==> config.mk <==
export PLATFORM = sky130hd
export DESIGN_NAME = counter_sweep_ctrl
export DESIGN_NICKNAME = d
export VERILOG_FILES = /design/src/rtl/counter_pkg.sv /design/src/rtl/sweep_updown_counter.sv /design/src/rtl/counter_sweep_ctrl.sv
export SDC_FILE = /design/constraint.sdc
export NUM_CORES = 1
export LEC_CHECK = 0
export CAP_MARGIN = 5
export CELL_PAD_IN_SITES_DETAIL_PLACEMENT = 0
export CELL_PAD_IN_SITES_GLOBAL_PLACEMENT = 1
export CORE_MARGIN = 5
export CORE_UTILIZATION = 37
export DETAILED_ROUTE_END_ITERATION = 8
export GPL_TIMING_DRIVEN = 1
export PLACE_DENSITY = 0.84
export SYNTH_ARGS = -nofsm -noshare
export SYNTH_HDL_FRONTEND = slang
export SYNTH_SLANG_ARGS = --single-unit
==> constraint.sdc <==
create_clock -name clk -period 1.9 [get_ports clk]
set_input_delay 0.38 -clock clk [delete_from_list [all_inputs] [get_ports clk]]
set_output_delay 0.38 -clock clk [all_outputs]
set_load 0.01 [all_outputs]
==> src/rtl/counter_pkg.sv <==
// Shared types and constants for the counter sweep controller slice.
package counter_pkg;

  localparam int unsigned WIDTH_DEF   = 4;
  localparam int unsigned DWELL_W_DEF = 8;
  localparam int unsigned SWEEP_W_DEF = 8;

  localparam logic DIR_UP   = 1'b1;
  localparam logic DIR_DOWN = 1'b0;

  typedef enum logic [2:0] {
    ST_IDLE,
    ST_RUN_UP,
    ST_DWELL_HI,
    ST_RUN_DOWN,
    ST_DWELL_LO,
    ST_DONE
  } sweep_state_t;

endpackage

==> src/rtl/sweep_updown_counter.sv <==
// Loadable up/down counter datapath; load takes priority over count enable.
module sweep_updown_counter
  import counter_pkg::*;
#(
  parameter int unsigned WIDTH = WIDTH_DEF
) (
  input  logic             clk,
  input  logic             reset,
  input  logic             load,
  input  logic [WIDTH-1:0] load_val,
  input  logic             en,
  input  logic             up_down,
  output logic [WIDTH-1:0] count
);

  always_ff @(posedge clk) begin
    if (reset) begin
      count <= '0;
    end else if (load) begin
      count <= load_val;
    end else if (en) begin
      count <= (up_down == DIR_UP) ? count + 1'b1 : count - 1'b1;
    end
  end

endmodule

==> src/rtl/counter_sweep_ctrl.sv <==
// Triangular lo->hi->lo sweep sequencer with end-point dwell, tick pacing and sweep count.
module counter_sweep_ctrl
  import counter_pkg::*;
#(
  parameter int unsigned WIDTH   = WIDTH_DEF,
  parameter int unsigned DWELL_W = DWELL_W_DEF,
  parameter int unsigned SWEEP_W = SWEEP_W_DEF
) (
  input  logic               clk,
  input  logic               reset,
  input  logic               start,
  input  logic               stop,
  input  logic               tick,
  input  logic [WIDTH-1:0]   lo_bound,
  input  logic [WIDTH-1:0]   hi_bound,
  input  logic [DWELL_W-1:0] dwell_cycles,
  input  logic [SWEEP_W-1:0] num_sweeps,
  output logic [WIDTH-1:0]   count,
  output logic               dir,
  output logic               busy,
  output logic               at_limit,
  output logic               sweep_done,
  output logic               done,
  output logic               cfg_err
);

  sweep_state_t state_q, state_d;

  logic [WIDTH-1:0]   lo_q, hi_q;
  logic [DWELL_W-1:0] dwell_q, dwell_cnt_q;
  logic [SWEEP_W-1:0] num_q, sweep_cnt_q, sweep_inc;
  logic               dir_q, sweep_done_q, cfg_err_q;

  logic             idle_start, accept, reject;
  logic             at_lo, at_hi, step_en, dwell_exp, last_sweep;
  logic [WIDTH-1:0] count_inc, count_dec;

  sweep_updown_counter #(
    .WIDTH(WIDTH)
  ) u_counter (
    .clk     (clk),
    .reset   (reset),
    .load    (accept),
    .load_val(lo_bound),
    .en      (step_en),
    .up_down (state_q == ST_RUN_UP),
    .count   (count)
  );

  assign idle_start = (state_q == ST_IDLE) && start && !stop;
  assign accept     = idle_start && (lo_bound < hi_bound);
  assign reject     = idle_start && !(lo_bound < hi_bound);

  assign at_lo     = (count == lo_q);
  assign at_hi     = (count == hi_q);
  assign count_inc = count + 1'b1;
  assign count_dec = count - 1'b1;

  // Steps are never issued at a limit, so the counter cannot wrap.
  assign step_en = tick && !stop &&
                   (((state_q == ST_RUN_UP) && !at_hi) ||
                    ((state_q == ST_RUN_DOWN) && !at_lo));

  assign dwell_exp  = (dwell_cnt_q == '0);
  assign sweep_inc  = (sweep_cnt_q == '1) ? sweep_cnt_q : sweep_cnt_q + 1'b1;
  assign last_sweep = (num_q != '0) && (sweep_inc == num_q);

  always_comb begin
    state_d = state_q;
    if (stop && (state_q != ST_IDLE)) begin
      state_d = ST_IDLE;
    end else begin
      case (state_q)
        ST_IDLE:     if (accept) state_d = ST_RUN_UP;
        ST_RUN_UP:   if (step_en && (count_inc == hi_q)) state_d = ST_DWELL_HI;
        ST_DWELL_HI: if (dwell_exp) state_d = ST_RUN_DOWN;
        ST_RUN_DOWN: if (step_en && (count_dec == lo_q)) state_d = ST_DWELL_LO;
        ST_DWELL_LO: if (dwell_exp) state_d = last_sweep ? ST_DONE : ST_RUN_UP;
        ST_DONE:     state_d = ST_IDLE;
        default:     state_d = ST_IDLE;
      endcase
    end
  end

  always_ff @(posedge clk) begin
    if (reset) begin
      state_q      <= ST_IDLE;
      lo_q         <= '0;
      hi_q         <= '0;
      dwell_q      <= '0;
      num_q        <= '0;
      dwell_cnt_q  <= '0;
      sweep_cnt_q  <= '0;
      dir_q        <= DIR_UP;
      sweep_done_q <= 1'b0;
      cfg_err_q    <= 1'b0;
    end else begin
      state_q      <= state_d;
      sweep_done_q <= 1'b0;
      cfg_err_q    <= reject;

      if (accept) begin
        lo_q        <= lo_bound;
        hi_q        <= hi_bound;
        dwell_q     <= dwell_cycles;
        num_q       <= num_sweeps;
        sweep_cnt_q <= '0;
        dir_q       <= DIR_UP;
      end

      // Dwell counter reloads on entry so each limit lasts dwell_q+1 cycles.
      if ((state_d != state_q) &&
          ((state_d == ST_DWELL_HI) || (state_d == ST_DWELL_LO))) begin
        dwell_cnt_q <= dwell_q;
      end else if (((state_q == ST_DWELL_HI) || (state_q == ST_DWELL_LO)) && !dwell_exp) begin
        dwell_cnt_q <= dwell_cnt_q - 1'b1;
      end

      if ((state_q == ST_DWELL_HI) && (state_d == ST_RUN_DOWN)) begin
        dir_q <= DIR_DOWN;
      end

      if ((state_q == ST_DWELL_LO) && (state_d != ST_DWELL_LO) && (state_d != ST_IDLE)) begin
        sweep_done_q <= 1'b1;
        sweep_cnt_q  <= sweep_inc;
        if (state_d == ST_RUN_UP) dir_q <= DIR_UP;
      end
    end
  end

  assign dir        = dir_q;
  assign busy       = (state_q != ST_IDLE);
  assign at_limit   = busy && (at_lo || at_hi);
  assign sweep_done = sweep_done_q;
  assign done       = (state_q == ST_DONE);
  assign cfg_err    = cfg_err_q;

endmodule
==> out/summary.md <==
Compared with the post-synthesis result, the final layout area differs by 53.8%. The tools report the remaining design rule violation count as 0. The effective utilization at floorplan was 38.0%; the area fraction of the dominant cell type after synthesis was 33.9%.

After synthesis the netlist holds a flip-flop and latch count of 50. In the final layout, the share of cells above drive strength 1 is 35.4%. The maximum achievable frequency was 0.493 GHz. The final count of negative-setup-slack endpoints is 2. The tools report the post-synthesis instance area as 2960 sq um. The worst setup path is launched from a register. Once layout is complete, the cells apart from fillers number 588.

For the global-route usage over all layers, the log shows 16.6%. Entering global routing, the biggest net connects 51 pins. The congestion estimate from routability-driven global placement came to 0.898. After clock tree synthesis, the clock-pin slew on the worst setup and hold paths is 0.09 ns.

TritonCTS built the clock tree. During placement, the flow inserted port buffers numbering 38. The top fanout value on the critical path is 5, and the final number of max-transition violations is 0. Once placement completed, the tool counted placed cells totaling 562. At the placement stage, the worst setup path has a slack of -0.696 ns. After synthesis, the cell types taking the most area are sky130_fd_sc_hd__dfxtp_1 34%, sky130_fd_sc_hd__nand2_1 7.6%, sky130_fd_sc_hd__a21oi_1 6.3%. Sequential elements use 33.9% of the synthesized area. The class of the tightest hold or removal check is input pin to register. Row generation in the floorplan step produced 32 rows. The largest area contributor in the netlist was sky130_fd_sc_hd__dfxtp_1. Headroom to the max-slew limit came out at 74.0%. The finished cells cover 4540 sq um. The tools report the minimum setup slack in the final design as -0.127 ns. The distinct cell type count of the synthesized netlist was 56; the horizontal extent of the die was 99.4 microns. The detail-routed net length per standard cell was 14.4 microns; the worst-case reg-to-reg path depth was 8.

The cell at the slowest stage of the critical path is sky130_fd_sc_hd__dfxtp_4. During I/O placement, the number of pins put on the boundary was 39. The floorplan step defined a die boundary enclosing 9870 sq um. The data arrival time of the critical path came out at 2.23 ns. The post-synthesis async set-or-reset flop share is 0%. Before antenna repair, the detailed router went through 4 iterations. Dividing the detail-routed via count by the number of cells gives 5.23. The first routing iteration left 125 violations. For the number of nets at the end of the flow, the log shows 522. The flow ran to the end, but the final reports show violations. The average instance area after synthesis is 7.86 sq um, and the total power divided by cell area is 497 nW/um^2. STA classifies the critical path endpoint as a register. The tree built by TritonCTS fans out to 50 sinks.

The tools report the buffer cell driving the clock tree root as sky130_fd_sc_hd__clkbuf_8. Along the worst hold path, the cell count comes to 3. The overflow left after global routing was 0; the initial antenna violation count was 0. The number of nets handed over by synthesis was 413. Setup repair after global routing could not meet its margin everywhere. The final reports fail on negative setup slack.

The wire-length estimate of the detail-placed layout is 5890 microns. The static leakage power came out at 1.74 nW. The count of yosys warnings during synthesis was 0; the total clock buffers created by CTS was 5.

The signal on the critical path passes through buf_6 > nand4_4 > buf_4 > nor2_2 > mux2i_2 > xor2_1 > nand4_1 > a211o_1. The number of hold buffers added after CTS was 0. The critical path crosses 8 cells after its start point. The tools report the first-pass GRT wire length as 13700 microns. Setup total negative slack on the finished layout was measured at -0.204 ns.

The die height is 99.4 microns, and the peak supply drop is 0.324 mV. The synthesized design contains 0 enable-type register cells. The number of endpoints with negative hold slack in the final report came out at 0.

The cell family contributing the most delay on the critical path is simple AND/OR/NAND/NOR gates. The later pin in the worst-skew pair is clocked with a latency of 0.30 ns. The tools report the required time of the worst setup path as 2.10 ns. The setup skew after layout was 0.00355 ns; the maximum count of clock buffers along a single path was 2.

The via count of the first global-routing pass is 3022, and the ratio of final minimum period to clock period is 107%. In this run the standard cell core region covers 7770 sq um. The power consumption was 2.26 mW. The shortest period the worst path allows works out to 2.03 ns.

The critical path class is register to register. The logs give 58.5% for the utilization of the core after routing and 0 for the max-cap violation count. The final route contains 3076 vias.

The critical path's largest stage delay is 0.39 ns, and the number of levels in the clock H-tree is 2. Synthesis handed over a netlist of 376 instances. After detailed placement, the total cell area comes to 3960 sq um.

The pin slew with the least headroom to its limit is 0.385 ns. The layout has 691 filler cells. For this run, the leading register cell type out of synthesis is sky130_fd_sc_hd__dfxtp_1. Counting both buffers and inverters, the worst setup path holds a total of 2.

Once detail routing completed, the nets flagged for antenna violations numbered 0. On the final layout, the worst hold slack is 0.352 ns. The number of antenna diodes in the final layout is 0. After detailed routing, the total wire length is 8450 microns.
[cell usage after synthesis (all sizes together), types with 2 or more instances]
| cell type | count |
|---|---|
| nand3b | 2 |
| nor2 | 32 |
| nor4 | 7 |
| a221oi | 2 |
| nand2 | 60 |
| nand4b | 2 |
| a211o | 3 |
| clkbuf | 12 |
| nor4b | 3 |
| inv | 12 |
| nor3 | 8 |
| a21oi | 38 |
| a31oi | 2 |
| mux2i | 5 |
| a211oi | 14 |
| o22ai | 2 |
| ha | 8 |
| o21ai | 14 |
| nor2b | 5 |
| nand2b | 3 |
| nand3 | 11 |
| a41oi | 2 |
| nand4 | 8 |
| or3 | 2 |
| xor2 | 15 |
| nor3b | 3 |
| xnor2 | 16 |
| buf | 14 |
| a311oi | 3 |
| dfxtp | 50 |
| and3 | 4 |
[layout make-up]
class	instances	area, sq um	area share (%)
multi-input cells	289	2160	47.6
repair buffers	127	1080	23.7
flip-flops and latches	50	1030	22.7
well taps	102	128	2.81
clock buffers	6	82.6	1.82
inverters	12	50.0	1.10
clock inverters	2	12.5	0.275
[tightest hold or removal path: cells and delay by family]
family | cells | cell delay (ns)
AOI/OAI and AO/OA | 1 | 0.05
buffers and inverters | 1 | 0.12
and+or+nand+nor | 1 | 0.06
[report_power, final]
part | switching (mW) | internal (mW)
combinational | 0.232 | 0.271
sequential | 0.0345 | 1.07
clock | 0.357 | 0.293
[sequential cells by signal, indices dropped and copies added (netlist names), 3 cells and up]
signal / cells
num_q: 8
dwell_q: 8
u_counter.count: 4
sweep_cnt_q: 8
hi_q: 4
lo_q: 4
state_q: 3
dwell_cnt_q: 8
[kinds of logic after synthesis]
logic type / count (synthesis) / synth area share (%)
AOI/OAI and AO/OA: 87 / 18.8
adders and majority gates: 8 / 3.39
muxes: 6 / 2.07
and+or+nand+nor: 155 / 26.1
xor gates and xnor gates: 32 / 10.1
buffers and inverters: 38 / 5.59
DFF: 50 / 33.9
[cells in the final DEF, fill, tap and decap left out, types with 3 or more instances in the layout]
| cell | n |
|---|---|
| sky130_fd_sc_hd__nand2_1 | 60 |
| sky130_fd_sc_hd__nor2b_1 | 5 |
| sky130_fd_sc_hd__a21oi_1 | 36 |
| sky130_fd_sc_hd__nand3_1 | 9 |
| sky130_fd_sc_hd__and3_1 | 3 |
| sky130_fd_sc_hd__nor3_1 | 7 |
| sky130_fd_sc_hd__a211oi_2 | 8 |
| sky130_fd_sc_hd__dfxtp_1 | 39 |
| sky130_fd_sc_hd__buf_6 | 8 |
| sky130_fd_sc_hd__clkdlybuf4s50_1 | 25 |
| sky130_fd_sc_hd__nor2_2 | 5 |
| sky130_fd_sc_hd__nand4_1 | 7 |
| sky130_fd_sc_hd__o21ai_0 | 9 |
| sky130_fd_sc_hd__xnor2_1 | 9 |
| sky130_fd_sc_hd__nor2_4 | 3 |
| sky130_fd_sc_hd__o21ai_1 | 3 |
| sky130_fd_sc_hd__dlygate4sd2_1 | 8 |
| sky130_fd_sc_hd__a211oi_1 | 5 |
| sky130_fd_sc_hd__xor2_1 | 14 |
| sky130_fd_sc_hd__nor4_1 | 6 |
| sky130_fd_sc_hd__dfxtp_2 | 5 |
| sky130_fd_sc_hd__ha_4 | 6 |
| sky130_fd_sc_hd__mux2i_1 | 4 |
| sky130_fd_sc_hd__inv_1 | 8 |
| sky130_fd_sc_hd__xnor2_2 | 5 |
| sky130_fd_sc_hd__dfxtp_4 | 6 |
| sky130_fd_sc_hd__buf_4 | 79 |
| sky130_fd_sc_hd__clkbuf_8 | 6 |
| sky130_fd_sc_hd__nor2_1 | 24 |
[worst paths after layout]
kind	from	to	slack [ns]
max	sweep_cnt_q[1]	dir	-0.13
min	hi_bound[1]	hi_q[1]	0.35
max reg2reg	sweep_cnt_q[1]	dir	-0.13
min reg2reg	dwell_q[7]	dwell_q[7]	0.47
[layer usage]
metal	track usage (%)	wire (microns)
met5	0	0
met4	7.04	246
met3	2.88	347
met2	27.5	4140
met1	21.4	3720
[what timing repair did]
action	CTS	global route
buffers inserted	3	14
gates cloned	0	1
endpoints found under the setup margin	50	35
gates resized for setup	53	52
endpoints found under the hold margin	0	0
pin swaps	15	22
Power figures use the tool's default switching activity.
